<file path="src/rtl/pc_fetch_control_pkg.sv">
// Shared definitions for the PC / fetch-redirect controller.
//   - XLEN, default reset vector
//   - FUNC3 branch codes for the RV32I conditional branches
//   - controller state encoding (BOOT/RUN/PEND, 2 bits)
package pc_fetch_control_pkg;

   localparam int unsigned XLEN = 32;

   localparam logic [XLEN-1:0] DEFAULT_RESET_VECTOR = 32'h0000_0000;

   localparam logic [2:0] F3_BEQ  = 3'b000;
   localparam logic [2:0] F3_BNE  = 3'b001;
   localparam logic [2:0] F3_BLT  = 3'b100;
   localparam logic [2:0] F3_BGE  = 3'b101;
   localparam logic [2:0] F3_BLTU = 3'b110;
   localparam logic [2:0] F3_BGEU = 3'b111;

   typedef enum logic [1:0] {
      ST_BOOT = 2'b00,
      ST_RUN  = 2'b01,
      ST_PEND = 2'b10
   } state_t;

endpackage

</file>
<file path="src/rtl/pc_fetch_control_if.sv">
// Bundle between the EX stage / memory / hazard unit and the fetch controller.
//   slave  : controller side (takes EX resolution inputs, drives PC, flushes, stall)
//   master : pipeline side (drives EX resolution inputs, observes PC, flushes, stall)
interface pc_fetch_control_if
   import pc_fetch_control_pkg::*;
#(
   parameter int unsigned CNT_W = 16
);
   logic            EX_VALID;
   logic            EX_BRANCH;
   logic            EX_JUMP;
   logic [2:0]      EX_FUNC3;
   logic            EX_EQ;
   logic            EX_LT;
   logic            EX_LTU;
   logic [XLEN-1:0] EX_TARGET;
   logic            IMEM_BUSYWAIT;
   logic            DMEM_BUSYWAIT;
   logic            LOAD_USE_HAZARD;

   logic [XLEN-1:0] PC;
   logic [XLEN-1:0] PC_PLUS4;
   logic            IMEM_READ;
   logic            PIPE_STALL;
   logic            IF_ID_FLUSH;
   logic            ID_EX_FLUSH;
   logic            MISALIGN;
   logic [CNT_W-1:0] REDIRECT_COUNT;

   modport slave (
      input  EX_VALID, EX_BRANCH, EX_JUMP, EX_FUNC3, EX_EQ, EX_LT, EX_LTU,
             EX_TARGET, IMEM_BUSYWAIT, DMEM_BUSYWAIT, LOAD_USE_HAZARD,
      output PC, PC_PLUS4, IMEM_READ, PIPE_STALL, IF_ID_FLUSH, ID_EX_FLUSH,
             MISALIGN, REDIRECT_COUNT
   );

   modport master (
      output EX_VALID, EX_BRANCH, EX_JUMP, EX_FUNC3, EX_EQ, EX_LT, EX_LTU,
             EX_TARGET, IMEM_BUSYWAIT, DMEM_BUSYWAIT, LOAD_USE_HAZARD,
      input  PC, PC_PLUS4, IMEM_READ, PIPE_STALL, IF_ID_FLUSH, ID_EX_FLUSH,
             MISALIGN, REDIRECT_COUNT
   );

endinterface

</file>
<file path="src/rtl/pc_fetch_control_branch_cond.sv">
// Conditional-branch evaluator (purely combinational).
//   func3 : FUNC3 of the branch instruction
//   eq    : rs1 == rs2
//   lt    : signed   rs1 < rs2
//   ltu   : unsigned rs1 < rs2
//   cond  : branch condition holds (010/011 never hold)
module pc_fetch_control_branch_cond
   import pc_fetch_control_pkg::*;
(
   input  logic [2:0] func3,
   input  logic       eq,
   input  logic       lt,
   input  logic       ltu,
   output logic       cond
);

   always_comb begin
      cond = 1'b0;
      unique case (func3)
         F3_BEQ:  cond = eq;
         F3_BNE:  cond = ~eq;
         F3_BLT:  cond = lt;
         F3_BGE:  cond = ~lt;
         F3_BLTU: cond = ltu;
         F3_BGEU: cond = ~ltu;
         default: cond = 1'b0;
      endcase
   end

endmodule

</file>
<file path="src/rtl/pc_fetch_control.sv">
// Program-counter and fetch-redirect controller for the RV32IM 5-stage pipeline.
//   CLK    : clock, all state on posedge
//   RESET  : asynchronous active-low reset
//   bus    : slave side of pc_fetch_control_if
//            in  : EX_VALID/BRANCH/JUMP/FUNC3, EX_EQ/LT/LTU, EX_TARGET,
//                  IMEM_BUSYWAIT, DMEM_BUSYWAIT, LOAD_USE_HAZARD
//            out : PC, PC_PLUS4, IMEM_READ, PIPE_STALL, IF_ID_FLUSH, ID_EX_FLUSH,
//                  MISALIGN (registered pulse), REDIRECT_COUNT (saturating)
// A redirect resolved during a memory stall is parked in pend_pc and applied
// once, on the first cycle the memories are ready again.
module pc_fetch_control
   import pc_fetch_control_pkg::*;
#(
   parameter logic [31:0] RESET_VECTOR = DEFAULT_RESET_VECTOR,
   parameter int unsigned CNT_W        = 16
)(
   input  logic               CLK,
   input  logic               RESET,
   pc_fetch_control_if.slave  bus
);

   state_t           state;
   logic [XLEN-1:0]  pc;
   logic [XLEN-1:0]  pend_pc;
   logic [CNT_W-1:0] cnt;
   logic             misalign;

   logic             cond;
   logic             taken;
   logic             mem_stall;
   logic             redirect;
   logic             capture;
   logic             stall;
   logic             imem_read;
   logic [XLEN-1:0]  target;
   logic [XLEN-1:0]  redir_pc;
   logic [XLEN-1:0]  pc_plus4;

   pc_fetch_control_branch_cond u_cond (
      .func3 (bus.EX_FUNC3),
      .eq    (bus.EX_EQ),
      .lt    (bus.EX_LT),
      .ltu   (bus.EX_LTU),
      .cond  (cond)
   );

   assign taken     = bus.EX_VALID & (bus.EX_JUMP | (bus.EX_BRANCH & cond));
   assign mem_stall = bus.IMEM_BUSYWAIT | bus.DMEM_BUSYWAIT;
   // JALR rule: bit 0 of the computed target is always dropped.
   assign target    = bus.EX_TARGET & ~32'd1;
   assign pc_plus4  = pc + 32'd4;

   always_comb begin
      redirect  = 1'b0;
      capture   = 1'b0;
      stall     = 1'b0;
      imem_read = 1'b0;
      redir_pc  = target;
      unique case (state)
         ST_BOOT: begin
            stall = mem_stall | bus.LOAD_USE_HAZARD;
         end
         ST_RUN: begin
            imem_read = 1'b1;
            redirect  = taken & ~mem_stall;
            capture   = taken & mem_stall;
            // A redirect flushes the ID instruction, so its load-use bubble is moot.
            stall     = mem_stall | (bus.LOAD_USE_HAZARD & ~redirect);
         end
         ST_PEND: begin
            imem_read = 1'b1;
            stall     = 1'b1;
            redirect  = ~mem_stall;
            redir_pc  = pend_pc;
         end
         default: begin
            stall = 1'b1;
         end
      endcase
   end

   always_ff @(posedge CLK or negedge RESET) begin
      if (!RESET) begin
         state    <= ST_BOOT;
         pc       <= RESET_VECTOR;
         pend_pc  <= '0;
         cnt      <= '0;
         misalign <= 1'b0;
      end else begin
         misalign <= redirect & redir_pc[1];
         if (redirect) begin
            pc <= redir_pc;
            if (cnt != '1) begin
               cnt <= cnt + 1'b1;
            end
         end
         unique case (state)
            ST_BOOT: begin
               state <= ST_RUN;
            end
            ST_RUN: begin
               if (capture) begin
                  pend_pc <= target;
                  state   <= ST_PEND;
               end else if (!redirect && !stall) begin
                  pc <= pc_plus4;
               end
            end
            ST_PEND: begin
               if (!mem_stall) begin
                  state <= ST_RUN;
               end
            end
            default: begin
               state <= ST_BOOT;
            end
         endcase
      end
   end

   assign bus.PC             = pc;
   assign bus.PC_PLUS4       = pc_plus4;
   assign bus.IMEM_READ      = imem_read;
   assign bus.PIPE_STALL     = stall;
   assign bus.IF_ID_FLUSH    = redirect;
   assign bus.ID_EX_FLUSH    = redirect;
   assign bus.MISALIGN       = misalign;
   assign bus.REDIRECT_COUNT = cnt;

endmodule

</file>
<file path="src/flat_wrapper.sv">
// flat-port wrapper written by rule: the top's interface ports become plain ports
module pc_fetch_control_flat import pc_fetch_control_pkg::*;
#(
   parameter logic [31:0] RESET_VECTOR = DEFAULT_RESET_VECTOR,
   parameter int unsigned CNT_W        = 16
)
  (CLK, RESET, bus_EX_VALID, bus_EX_BRANCH, bus_EX_JUMP, bus_EX_FUNC3, bus_EX_EQ, bus_EX_LT, bus_EX_LTU, bus_EX_TARGET, bus_IMEM_BUSYWAIT, bus_DMEM_BUSYWAIT, bus_LOAD_USE_HAZARD, bus_PC, bus_PC_PLUS4, bus_IMEM_READ, bus_PIPE_STALL, bus_IF_ID_FLUSH, bus_ID_EX_FLUSH, bus_MISALIGN, bus_REDIRECT_COUNT);
  pc_fetch_control_if #(.CNT_W(CNT_W)) bus_i ();
  input  logic CLK;
  input  logic RESET;
  input wire logic [$bits(bus_i.EX_VALID)-1:0] bus_EX_VALID;
  input wire logic [$bits(bus_i.EX_BRANCH)-1:0] bus_EX_BRANCH;
  input wire logic [$bits(bus_i.EX_JUMP)-1:0] bus_EX_JUMP;
  input wire logic [$bits(bus_i.EX_FUNC3)-1:0] bus_EX_FUNC3;
  input wire logic [$bits(bus_i.EX_EQ)-1:0] bus_EX_EQ;
  input wire logic [$bits(bus_i.EX_LT)-1:0] bus_EX_LT;
  input wire logic [$bits(bus_i.EX_LTU)-1:0] bus_EX_LTU;
  input wire logic [$bits(bus_i.EX_TARGET)-1:0] bus_EX_TARGET;
  input wire logic [$bits(bus_i.IMEM_BUSYWAIT)-1:0] bus_IMEM_BUSYWAIT;
  input wire logic [$bits(bus_i.DMEM_BUSYWAIT)-1:0] bus_DMEM_BUSYWAIT;
  input wire logic [$bits(bus_i.LOAD_USE_HAZARD)-1:0] bus_LOAD_USE_HAZARD;
  output wire logic [$bits(bus_i.PC)-1:0] bus_PC;
  output wire logic [$bits(bus_i.PC_PLUS4)-1:0] bus_PC_PLUS4;
  output wire logic [$bits(bus_i.IMEM_READ)-1:0] bus_IMEM_READ;
  output wire logic [$bits(bus_i.PIPE_STALL)-1:0] bus_PIPE_STALL;
  output wire logic [$bits(bus_i.IF_ID_FLUSH)-1:0] bus_IF_ID_FLUSH;
  output wire logic [$bits(bus_i.ID_EX_FLUSH)-1:0] bus_ID_EX_FLUSH;
  output wire logic [$bits(bus_i.MISALIGN)-1:0] bus_MISALIGN;
  output wire logic [$bits(bus_i.REDIRECT_COUNT)-1:0] bus_REDIRECT_COUNT;
  assign bus_i.EX_VALID = bus_EX_VALID;
  assign bus_i.EX_BRANCH = bus_EX_BRANCH;
  assign bus_i.EX_JUMP = bus_EX_JUMP;
  assign bus_i.EX_FUNC3 = bus_EX_FUNC3;
  assign bus_i.EX_EQ = bus_EX_EQ;
  assign bus_i.EX_LT = bus_EX_LT;
  assign bus_i.EX_LTU = bus_EX_LTU;
  assign bus_i.EX_TARGET = bus_EX_TARGET;
  assign bus_i.IMEM_BUSYWAIT = bus_IMEM_BUSYWAIT;
  assign bus_i.DMEM_BUSYWAIT = bus_DMEM_BUSYWAIT;
  assign bus_i.LOAD_USE_HAZARD = bus_LOAD_USE_HAZARD;
  assign bus_PC = bus_i.PC;
  assign bus_PC_PLUS4 = bus_i.PC_PLUS4;
  assign bus_IMEM_READ = bus_i.IMEM_READ;
  assign bus_PIPE_STALL = bus_i.PIPE_STALL;
  assign bus_IF_ID_FLUSH = bus_i.IF_ID_FLUSH;
  assign bus_ID_EX_FLUSH = bus_i.ID_EX_FLUSH;
  assign bus_MISALIGN = bus_i.MISALIGN;
  assign bus_REDIRECT_COUNT = bus_i.REDIRECT_COUNT;
  pc_fetch_control #(.RESET_VECTOR(RESET_VECTOR), .CNT_W(CNT_W)) u_core (.CLK(CLK), .RESET(RESET), .bus(bus_i));
endmodule
</file>
<file path="config.mk">
export PLATFORM = sky130hd
export DESIGN_NAME = pc_fetch_control_flat
export DESIGN_NICKNAME = d
export VERILOG_FILES = /design/src/rtl/pc_fetch_control_pkg.sv /design/src/rtl/pc_fetch_control_if.sv /design/src/rtl/pc_fetch_control_branch_cond.sv /design/src/rtl/pc_fetch_control.sv /design/src/flat_wrapper.sv
export SDC_FILE = /design/constraint.sdc
export NUM_CORES = 1
export LEC_CHECK = 0
export BUFFER_PORTS_ARGS = -buffer_cell sky130_fd_sc_hd__buf_4
export CORE_MARGIN = 1
export CORE_UTILIZATION = 55
export CTS_CLUSTER_SIZE = 16
export DETAILED_ROUTE_END_ITERATION = 8
export GPL_ROUTABILITY_DRIVEN = 0
export PLACE_DENSITY = 0.9
export SYNTH_ARGS = -nofsm -noshare
export SYNTH_HDL_FRONTEND = slang
export SYNTH_SLANG_ARGS = --single-unit
</file>
<file path="constraint.sdc">
create_clock -name CLK -period 8.44 [get_ports CLK]
set_input_delay 2.11 -clock CLK [delete_from_list [all_inputs] [get_ports CLK]]
set_output_delay 2.11 -clock CLK [all_outputs]
set_load 0.01 [all_outputs]
</file>
==> impl_metrics.ini, run 1 <==
[logic_synthesis]
ys_types = 49
yosysSeqAreaShare_pct = 42.6
ys.flop_type = dfrtp_1
ys_ff_latch = 82
syn_area_per_cell_sq_um = 10.1
syn-num-nets = 527
synth_edf_count = 0
syn-cell-area_sq_um = 4820
syn_inst = 476
yosysWarnings = 0
async_flop_share_pct = 100

[setup_path]
crit_buf_inv = 5
crit_path_cell_trace = buf_4 -> mux2i_1 -> mux2_2 -> o21ai_2 -> buf_4 -> clkinv_1 -> buf_4 -> buf_4
worstSetupPathType = input port to primary output
cp-start-kind = input port
endpoint_kind = primary output
crit_top_cell = buf_4
cpLargestDelayFamily = buffers and inverters
slowest_delay_ns = 0.41
slowest_stage = mux2_2
worstPathMaxFanout = 38
critPathArrivalTime_ns = 4.26
cp.required_ns = 6.33

[cts]
cts_resized = 0
htree_levels = 3
cts_max_path_buffers = 2
root_buffer = clkbuf_8
post-cts-setup-buffer-count = 0
numCtsBuffers = 9
cts_tree = built
ctsHoldBuffers = 0
clock_sinks = 82
path_clk_slew_ns = 0.08
clk_latency_ns = 0.36

[placed_design]
post-place-cells = 682
dp_slack_ns = 2.09
placed_cell_area_sq_um = 5810
portBuffers = 129
hpwl_microns = 9070

[timing]
rsz0062_at_grt = false
slew_viol_final = 0
period_share_pct = 75.4
tightest_slew_ns = 1.20
max_freq_ghz = 0.157
setup_viol = 0
finalClockSkew_ns = 0.0123
relSlewSlack_pct = 19.9
finalHoldViolCount = 0
min_period_ns = 6.37
worst_slack_ns = 2.07
fin_tns_setup_ns = 0

[final_layout]
final_cell_mix = buf_4 (132), dfrtp_1 (82), xnor2_1 (34), mux2_2 (34), nor2_1 (22)
syn_to_final_growth_pct = 24.3
finish.utilization_pct = 71.8
nets = 639
stdcell_area_sq_um = 5990
fill_cells = 599
multi_input_area_sq_um = 2580
layout.cells.non_filler = 698
insertedDiodeCount = 0
final_common_cell = buf_4
seq_area_sq_um = 2050
drive_above_1_share_pct = 32.0

[floorplanning]
fp.dieH_microns = 95.6
die-area_sq_um = 9130
num_io_pins = 131
num_rows = 33
start_util_pct = 57.7
core_sq_um = 8340
die_w_microns = 95.6

[power_and_ir_drop]
p_leak_nw = 2.59
worst_ir_drop_vdd_mv = 0.217
p_per_area_nw_per_um2 = 324

[routing]
drtPass1Iterations = 5
vias = 4350
initialDrtViolationCount = 324
drt_wl_total_microns = 13000
drcViolationCount = 0
ant_nets = 0
via_per_inst = 6.23
routedWlPerCell_microns = 18.6

[grt]
antenna_found_initial = 0
grt_max_degree = 83
overflow = 0
grt_usage_pct = 29.3
grt_pass1_vias = 4147
grt_first_pass_wirelength_microns = 20400

[status]
status = finished clean

[min_path]
hold_path.class = register to register

[job]
cap_violations = 0
## cell families after synthesis
family          share of synthesized area, %
compound gates                          15.0
buf+inv                                 4.00
xor+xnor                                8.00
fa+ha+maj                               1.30
mux                                     11.9
simple gates                            17.2
flops                                   42.6
## synth_stat cells, types with 15 or more instances
master	number	area, sq um
a211oi_1	15	113
a22oi_1	17	128
a31oi_1	19	119
clkbuf_1	18	67.6
dfrtp_1	82	2050
mux2_2	34	383
mux2i_1	19	190
nand2_1	19	71.3
nand3_1	18	90.1
nand4_1	18	113
nor2_1	23	86.3
nor2b_1	16	100
o21ai_0	21	105
xnor2_1	34	298
## power by group
group / switching, mW / internal (mW) / leakage [nW] / total, mW
combinational: 0.438 / 0.460 / 1.49 / 0.899
clock: 0.143 / 0.137 / 0.0914 / 0.280
sequential: 0.208 / 0.555 / 1.00 / 0.763
## routing by layer
layer / track usage [%] / share of wire [%]
met5: 0 / 0
met4: 13.1 / 3.1
met3: 5.10 / 6.0
met2: 48.1 / 51
met1: 37.9 / 40
## worst paths after layout
path / start / endpoint / slack, ns / cells past startpoint
worst max-delay path: bus_EX_FUNC3[2] / bus_IF_ID_FLUSH / 2.07 / 8
worst min-delay path: u_core.bus.REDIRECT_COUNT[15] / u_core.bus.REDIRECT_COUNT[15] / 0.51 / 1
worst max register to register: u_core.state[0] / u_core.bus.REDIRECT_COUNT[1] / 5.06 / 10
worst min register to register: u_core.bus.REDIRECT_COUNT[15] / u_core.bus.REDIRECT_COUNT[15] / 0.51 / 1
max in group asynchronous: RESET / u_core.pend_pc[12] / 5.83 / 1
min in group asynchronous: RESET / u_core.bus.PC[1] / 1.93 / 1
## registers in the layout (all words and copies together), names as in the netlist
register	flops
u_core.bus.MISALIGN	1
u_core.bus.PC	32
u_core.bus.REDIRECT_COUNT	16
u_core.pend_pc	31
u_core.state	2
## layout make-up
| type | count | area share [%] |
|---|---|---|
| multi-input cells | 349 | 43.1 |
| well taps | 105 | 2.19 |
| flip-flops and latches | 82 | 34.3 |
| clock buffers | 13 | 2.32 |
| inverters | 14 | 0.878 |
| repair buffers | 132 | 16.6 |
| clock inverters | 3 | 0.669 |
## stage by stage
step	hold slack (ns)	power, mW
floorplan	0.480	1.24
global placement	0.485	1.60
detailed placement	0.490	1.66
CTS	0.506	1.93
global route	0.522	2.05
finish	0.508	1.94
No activity file was read; power rests on OpenSTA's default activity.
==> run 2: changes to the inputs <==
--- a/config.mk
+++ b/config.mk
@@ -5,13 +5,14 @@
 export SDC_FILE = /design/constraint.sdc
 export NUM_CORES = 1
 export LEC_CHECK = 0
+export ABC_AREA = 1
 export BUFFER_PORTS_ARGS = -buffer_cell sky130_fd_sc_hd__buf_4
 export CORE_MARGIN = 1
-export CORE_UTILIZATION = 55
+export CORE_UTILIZATION = 54
 export CTS_CLUSTER_SIZE = 16
 export DETAILED_ROUTE_END_ITERATION = 8
 export GPL_ROUTABILITY_DRIVEN = 0
-export PLACE_DENSITY = 0.9
+export PLACE_DENSITY = 0.88
 export SYNTH_ARGS = -nofsm -noshare
 export SYNTH_HDL_FRONTEND = slang
 export SYNTH_SLANG_ARGS = --single-unit
==> constraint.sdc (replaced) <==
create_clock -name CLK -period 6.3 [get_ports CLK]
set_input_delay 1.575 -clock CLK [delete_from_list [all_inputs] [get_ports CLK]]
set_output_delay 1.575 -clock CLK [all_outputs]
set_load 0.01 [all_outputs]
==> run 2 against run 1 <==
Net effect: combinational power is 28% higher; sequential share of layout area is 2.5 points lower; critical path type unchanged; final cell count grew 43%; critical endpoint is now bus_ID_EX_FLUSH.
==> impl_metrics.ini, run 2 <==
[timing]
period_share_pct = 75.4
relSlewSlack_pct = 28.7
fin_tns_setup_ns = 0
tightest_slew_ns = 1.07
finalHoldViolCount = 0
finalClockSkew_ns = 0.0125
max_freq_ghz = 0.210
setup_viol = 0
slew_viol_final = 0
rsz0062_at_grt = false
min_period_ns = 4.75

[grt]
antenna_found_initial = 0
grt_usage_pct = 28.1
grt_pass1_vias = 4727
grt_max_degree = 83
grt_first_pass_wirelength_microns = 22800
overflow = 0

[logic_synthesis]
async_flop_share_pct = 100
synth_edf_count = 0
synth_top_family_by_area = simple AND/OR/NAND/NOR gates
syn-num-nets = 813
synth_top_cell_by_area = dfrtp_1
yosysWarnings = 0
synthMuxAreaShare_pct = 0
ys_types = 30
syn_area_per_cell_sq_um = 6.97
synth_compound_area_share_pct = 6.36
synthTopCellsByArea = dfrtp_1 (39%), nand2_1 (20%), nand3_1 (5.9%)
ys_ff_latch = 82
yosysSeqAreaShare_pct = 38.7
synthAdderAreaFrac_pct = 1.18
yosys.area_share.simple_pct = 37.2
syn-cell-area_sq_um = 5310
synth_xor_area_share_pct = 6.93
synth_top_area_share_pct = 38.7
synth.most_common_cell = nand2_1
syn_inst = 762
synth_commonest_cells = nand2_1 (284), dfrtp_1 (82), inv_1 (71), nand3_1 (63), o21ai_0 (62)
ys.flop_type = dfrtp_1

[final_layout]
largest_reg_flops = 32
nets = 916
insertedDiodeCount = 0
fill_cells = 823
finish.utilization_pct = 68.9
stdcell_area_sq_um = 6460
final_cell_mix = nand2_1 (284), buf_4 (134), dfrtp_1 (82), inv_1 (71)
final_common_cell = nand2_1
syn_to_final_growth_pct = 21.6
layout.cells.non_filler = 999
drive_above_1_share_pct = 18.5

[cts]
clk_latency_ns = 0.37
path_clk_slew_ns = 0.08
ctsHoldBuffers = 0
clock_sinks = 82
cts_tree = built
cts_resized = 0
htree_levels = 3
root_buffer = clkbuf_8
numCtsBuffers = 9
cts_max_path_buffers = 2
post-cts-setup-buffer-count = 0

[setup_path]
r2r_start = u_core.state[0]
slowest_delay_ns = 0.33
endpoint_kind = primary output
cpLargestDelayFamily = buffers and inverters
worstPathMaxFanout = 31
critPathArrivalTime_ns = 3.18
worstSetupPathType = input port to primary output
slowest_stage = buf_4
reg2regPathDepth = 10
r2r_slack_ns = 3.30
cp-start-kind = input port
critPathLaunch = bus_EX_FUNC3[2]
cp.required_ns = 4.72
crit_top_cell = nand2_1
crit_path_cell_trace = buf_4 -> inv_1 -> nand2_1 -> nand3_1 -> nand3_1 -> nand2_1 -> nand2_1 -> nand2_1 -> nand3_1 -> nand2_1 -> buf_4 -> nand2_2 -> inv_2 -> buf_4
crit_buf_inv = 5
rr_endpoint = u_core.bus.PC[20]

[routing]
drt_wl_total_microns = 13500
routedWlPerCell_microns = 13.6
vias = 5288
drtPass1Iterations = 6
initialDrtViolationCount = 367
ant_nets = 0
drcViolationCount = 0
via_per_inst = 5.29

[floorplanning]
start_util_pct = 56.6
core_sq_um = 9370
fp.dieH_microns = 101
die_w_microns = 101
num_io_pins = 131
die-area_sq_um = 10200
num_rows = 35

[status]
status = finished clean

[job]
cap_violations = 0

[power_and_ir_drop]
switching_share_pct = 43.3
p_seq_share_pct = 36.7
worst_ir_drop_vdd_mv = 0.245
p_leak_nw = 3.40
p_int_mw = 1.42
power_frac_clock_pct = 17.2
p_per_area_nw_per_um2 = 388
power_frac_comb_pct = 46.1
p_sw_mw = 1.08

[placed_design]
portBuffers = 129
placed_cell_area_sq_um = 6240
post-place-cells = 983
hpwl_microns = 9480

[min_path]
worstHoldPathCells = 2
min-delay-start = u_core.pend_pc[30]
hold_end = u_core.pend_pc[30]
hold_path.class = register to register
-- run 2: worst register-to-register path: cells and delay by family (launching register included) --
family                   cells  cell delay [ns]
buffers and inverters        3             0.77
adder cells (fa/ha/maj)      1             0.85
AND/OR/NAND/NOR              6             0.91
flip-flops                   1             0.41
-- run 2: layer usage --
layer  vias up  global-route usage, %  wire [microns]
li1       2649                      -               -
met1      2412                   40.4            6180
met2       205                   43.1            6110
met3        22                   5.52            1040
met4         0                   8.47             223
met5         -                      0               0
-- run 2: how the worst max path moves through the flow --
stage | cells past startpoint | slack, ns | endpoint
CTS | 14 | 1.55 | bus_ID_EX_FLUSH
floorplan | 13 | 2.04 | bus_IF_ID_FLUSH
detailed placement | 14 | 1.55 | bus_ID_EX_FLUSH
global route | 14 | 1.29 | bus_IF_ID_FLUSH
finish | 14 | 1.55 | bus_ID_EX_FLUSH
global placement | 14 | 1.59 | bus_ID_EX_FLUSH
-- run 2: area by class of cell --
type / instances / area (sq um) / area share, %
clock buffers: 11 / 141 / 2.19
clock inverters: 5 / 77.6 / 1.20
inverters: 72 / 270 / 4.19
multi-input cells: 566 / 2750 / 42.6
flip-flops and latches: 82 / 2050 / 31.8
well taps: 129 / 161 / 2.50
repair buffers: 134 / 1010 / 15.6
-- run 2: kinds of logic (layout without fill, tap and decap cells) --
logic type,Yosys count,count (layout)
XOR/XNOR,42,42
flip-flops,82,82
AND/OR/NAND/NOR,452,452
adder cells (fa/ha/maj),5,5
AO/OA/AOI/OAI,67,67
buffers and inverters,114,222
-- run 2: per-stage QoR --
| step | total power [mW] | worst slack (ns) | hold WS, ns |
|---|---|---|---|
| 6_report | 2.50 | 1.55 | 0.489 |
| 3_5_place_dp | 2.07 | 1.55 | 0.473 |
| 2_1_floorplan | 1.59 | 2.04 | 0.453 |
| 5_1_grt | 2.69 | 1.29 | 0.506 |
| 4_1_cts | 2.51 | 1.55 | 0.493 |
| 3_3_place_gp | 2.03 | 1.59 | 0.466 |
-- run 2: power groups by stage --
stage               clock network [mW]  registers [mW]  logic (mW)
finish                           0.431           0.919        1.15
global route                     0.455           0.944        1.29
CTS                              0.438           0.914        1.15
detailed placement                   0           0.922        1.15
global placement                     0           0.914        1.12
floorplan                            0           0.918       0.669
==> run 3: changes to the inputs <==
--- a/config.mk
+++ b/config.mk
@@ -8,11 +8,11 @@
 export ABC_AREA = 1
 export BUFFER_PORTS_ARGS = -buffer_cell sky130_fd_sc_hd__buf_4
 export CORE_MARGIN = 1
-export CORE_UTILIZATION = 54
+export CORE_UTILIZATION = 49
 export CTS_CLUSTER_SIZE = 16
 export DETAILED_ROUTE_END_ITERATION = 8
 export GPL_ROUTABILITY_DRIVEN = 0
-export PLACE_DENSITY = 0.88
+export PLACE_DENSITY = 0.84
 export SYNTH_ARGS = -nofsm -noshare
 export SYNTH_HDL_FRONTEND = slang
 export SYNTH_SLANG_ARGS = --single-unit
==> constraint.sdc (replaced) <==
create_clock -name CLK -period 4 [get_ports CLK]
set_input_delay 1 -clock CLK [delete_from_list [all_inputs] [get_ports CLK]]
set_output_delay 1 -clock CLK [all_outputs]
set_load 0.01 [all_outputs]
==> run 3 against run 2 <==
Net effect: via count fell by 1.5%; clock skew decreased by 0.0023 ns; critical endpoint is now bus_PC_PLUS4[26]; first-iteration DRC count is 6.8% higher; sequential share of layout area decreased by 0.24 points; critical path depth decreased by 8; power is 59% higher; global-route usage down 2.6 points; final cell count grew 0.80%; clock-buffer cell count down 1; flip-flop and latch count is the same; non-clock buffer count increased by 2; routed wire length rose by 0.69%.
==> impl_metrics.ini, run 3 (synthesis results as in run 2) <==
[status]
status = finished clean

[timing]
rsz0062_at_grt = false
min_period_ns = 3.39
slew_viol_final = 0
finalClockSkew_ns = 0.0102
tightest_slew_ns = 1.05
max_freq_ghz = 0.295
setup_viol = 0
finalHoldViolCount = 0
period_share_pct = 84.7
fin_tns_setup_ns = 0
relSlewSlack_pct = 30.0

[power_and_ir_drop]
worst_ir_drop_vdd_mv = 0.335
p_leak_nw = 3.42
power_frac_comb_pct = 45.7
p_per_area_nw_per_um2 = 611
p_seq_share_pct = 36.3
switching_share_pct = 42.5
p_int_mw = 2.28
power_frac_clock_pct = 18.0
p_sw_mw = 1.69

[routing]
ant_nets = 0
topRoutingLayerUsed = met4
via_per_inst = 5.17
initialDrtViolationCount = 392
met2_length_microns = 6430
wl_met3_microns = 880
routedWlPerCell_microns = 13.5
drcViolationCount = 0
drtPass1Iterations = 5
vias = 5208
routedLengthMet1_microns = 6170
drt_wl_total_microns = 13600

[final_layout]
fill_cells = 962
largest_reg_flops = 32
insertedDiodeCount = 0
final_cell_mix = nand2_1 (284), buf_4 (135), dfrtp_1 (82), inv_1 (71)
nets = 918
seq_area_sq_um = 2050
multi_input_area_sq_um = 2750
syn_to_final_growth_pct = 22.6
final_common_cell = nand2_1
drive_above_1_share_pct = 18.6
stdcell_area_sq_um = 6500

[cts]
htree_levels = 3
post-cts-setup-buffer-count = 0
clock_sinks = 82
cts_max_path_buffers = 2
path_clk_slew_ns = 0.08
ctsHoldBuffers = 0
root_buffer = clkbuf_8
cts_resized = 0
clk_latency_ns = 0.35
numCtsBuffers = 9
cts_tree = built

[setup_path]
slowest_delay_ns = 0.43
cp.required_ns = 3.00
critPathArrivalTime_ns = 2.39
crit_path_cell_trace = ha_1 -> nand3_1 -> nor4_2 -> nand4_1 -> xnor2_1 -> buf_4
crit_buf_inv = 1
worstSetupPathType = register to primary output
worstPathMaxFanout = 5
endpoint_kind = primary output
slowest_stage = dfrtp_1
cp-start-kind = register
cpLargestDelayFamily = simple AND/OR/NAND/NOR gates

[grt]
grt_usage_pct = 25.5
antenna_found_initial = 0
grt_pass1_vias = 4735
overflow = 0
grt_max_degree = 83
grt_first_pass_wirelength_microns = 23000

[job]
cap_violations = 0

[min_path]
hold_path.class = register to register

[floorplanning]
die_w_microns = 106
num_rows = 37
start_util_pct = 51.0
num_io_pins = 131
fp.dieH_microns = 106
core_sq_um = 10400
die-area_sq_um = 11300

[placed_design]
placed_cell_area_sq_um = 6270
portBuffers = 129
hpwl_microns = 9640
==> run 3: per-stage QoR <==
stage	utilization [%]	instances	power, mW	hold slack, ns	setup slack [ns]
detailed placement	60.2	992	3.26	0.473	0.659
global placement	60.2	992	3.21	0.466	0.694
floorplan	-	762	2.50	0.453	0.893
CTS	62.5	1007	3.99	0.492	0.657
global route	62.5	1007	4.28	0.518	0.493
finish	62.5	1007	3.97	0.490	0.613
==> run 3: routing by layer <==
metal | vias to the layer above | track usage (%)
li1 | 2649 | -
met1 | 2369 | 35.4
met2 | 175 | 40.8
met3 | 15 | 4.66
met4 | 0 | 7.34
met5 | - | 0
==> run 3: final cells by class <==
cell class | count | share of cell area [%]
multi-input cells | 566 | 42.2
flip-flops and latches | 82 | 31.5
repair buffers | 136 | 15.9
inverters | 72 | 4.15
well taps | 136 | 2.62
clock buffers | 10 | 1.96
clock inverters | 5 | 1.60
==> run 3: path summary, 6_finish.rpt <==
kind	from	to	slack, ns	depth (start not counted)
max	u_core.bus.PC[2]	bus_PC_PLUS4[26]	0.61	6
min	u_core.pend_pc[22]	u_core.pend_pc[22]	0.49	2
max reg2reg	u_core.state[0]	u_core.bus.PC[29]	1.47	8
min reg2reg	u_core.pend_pc[22]	u_core.pend_pc[22]	0.49	2
max in group asynchronous	RESET	u_core.bus.PC[11]	2.50	1
min in group asynchronous	RESET	u_core.pend_pc[1]	0.82	1
==> run 3: worst register-to-register path: stages (launching register included) <==
cell	delay, ns
dfrtp_1	0.37
inv_1	0.07
ha_1	0.29
buf_4	0.25
nand2_2	0.17
buf_4	0.52
nand3_4	0.48
nand2_1	0.20
nand2_1	0.07
==> run 3: power by group through the flow <==
stage                     clock network (mW)  logic (mW)  registers (mW)
after global placement                     0        1.77            1.44
final                                  0.715        1.81            1.44
after global routing                   0.770        2.02            1.49
after detailed placement                   0        1.81            1.45
after floorplan                            0        1.05            1.45
after CTS                              0.726        1.82            1.44
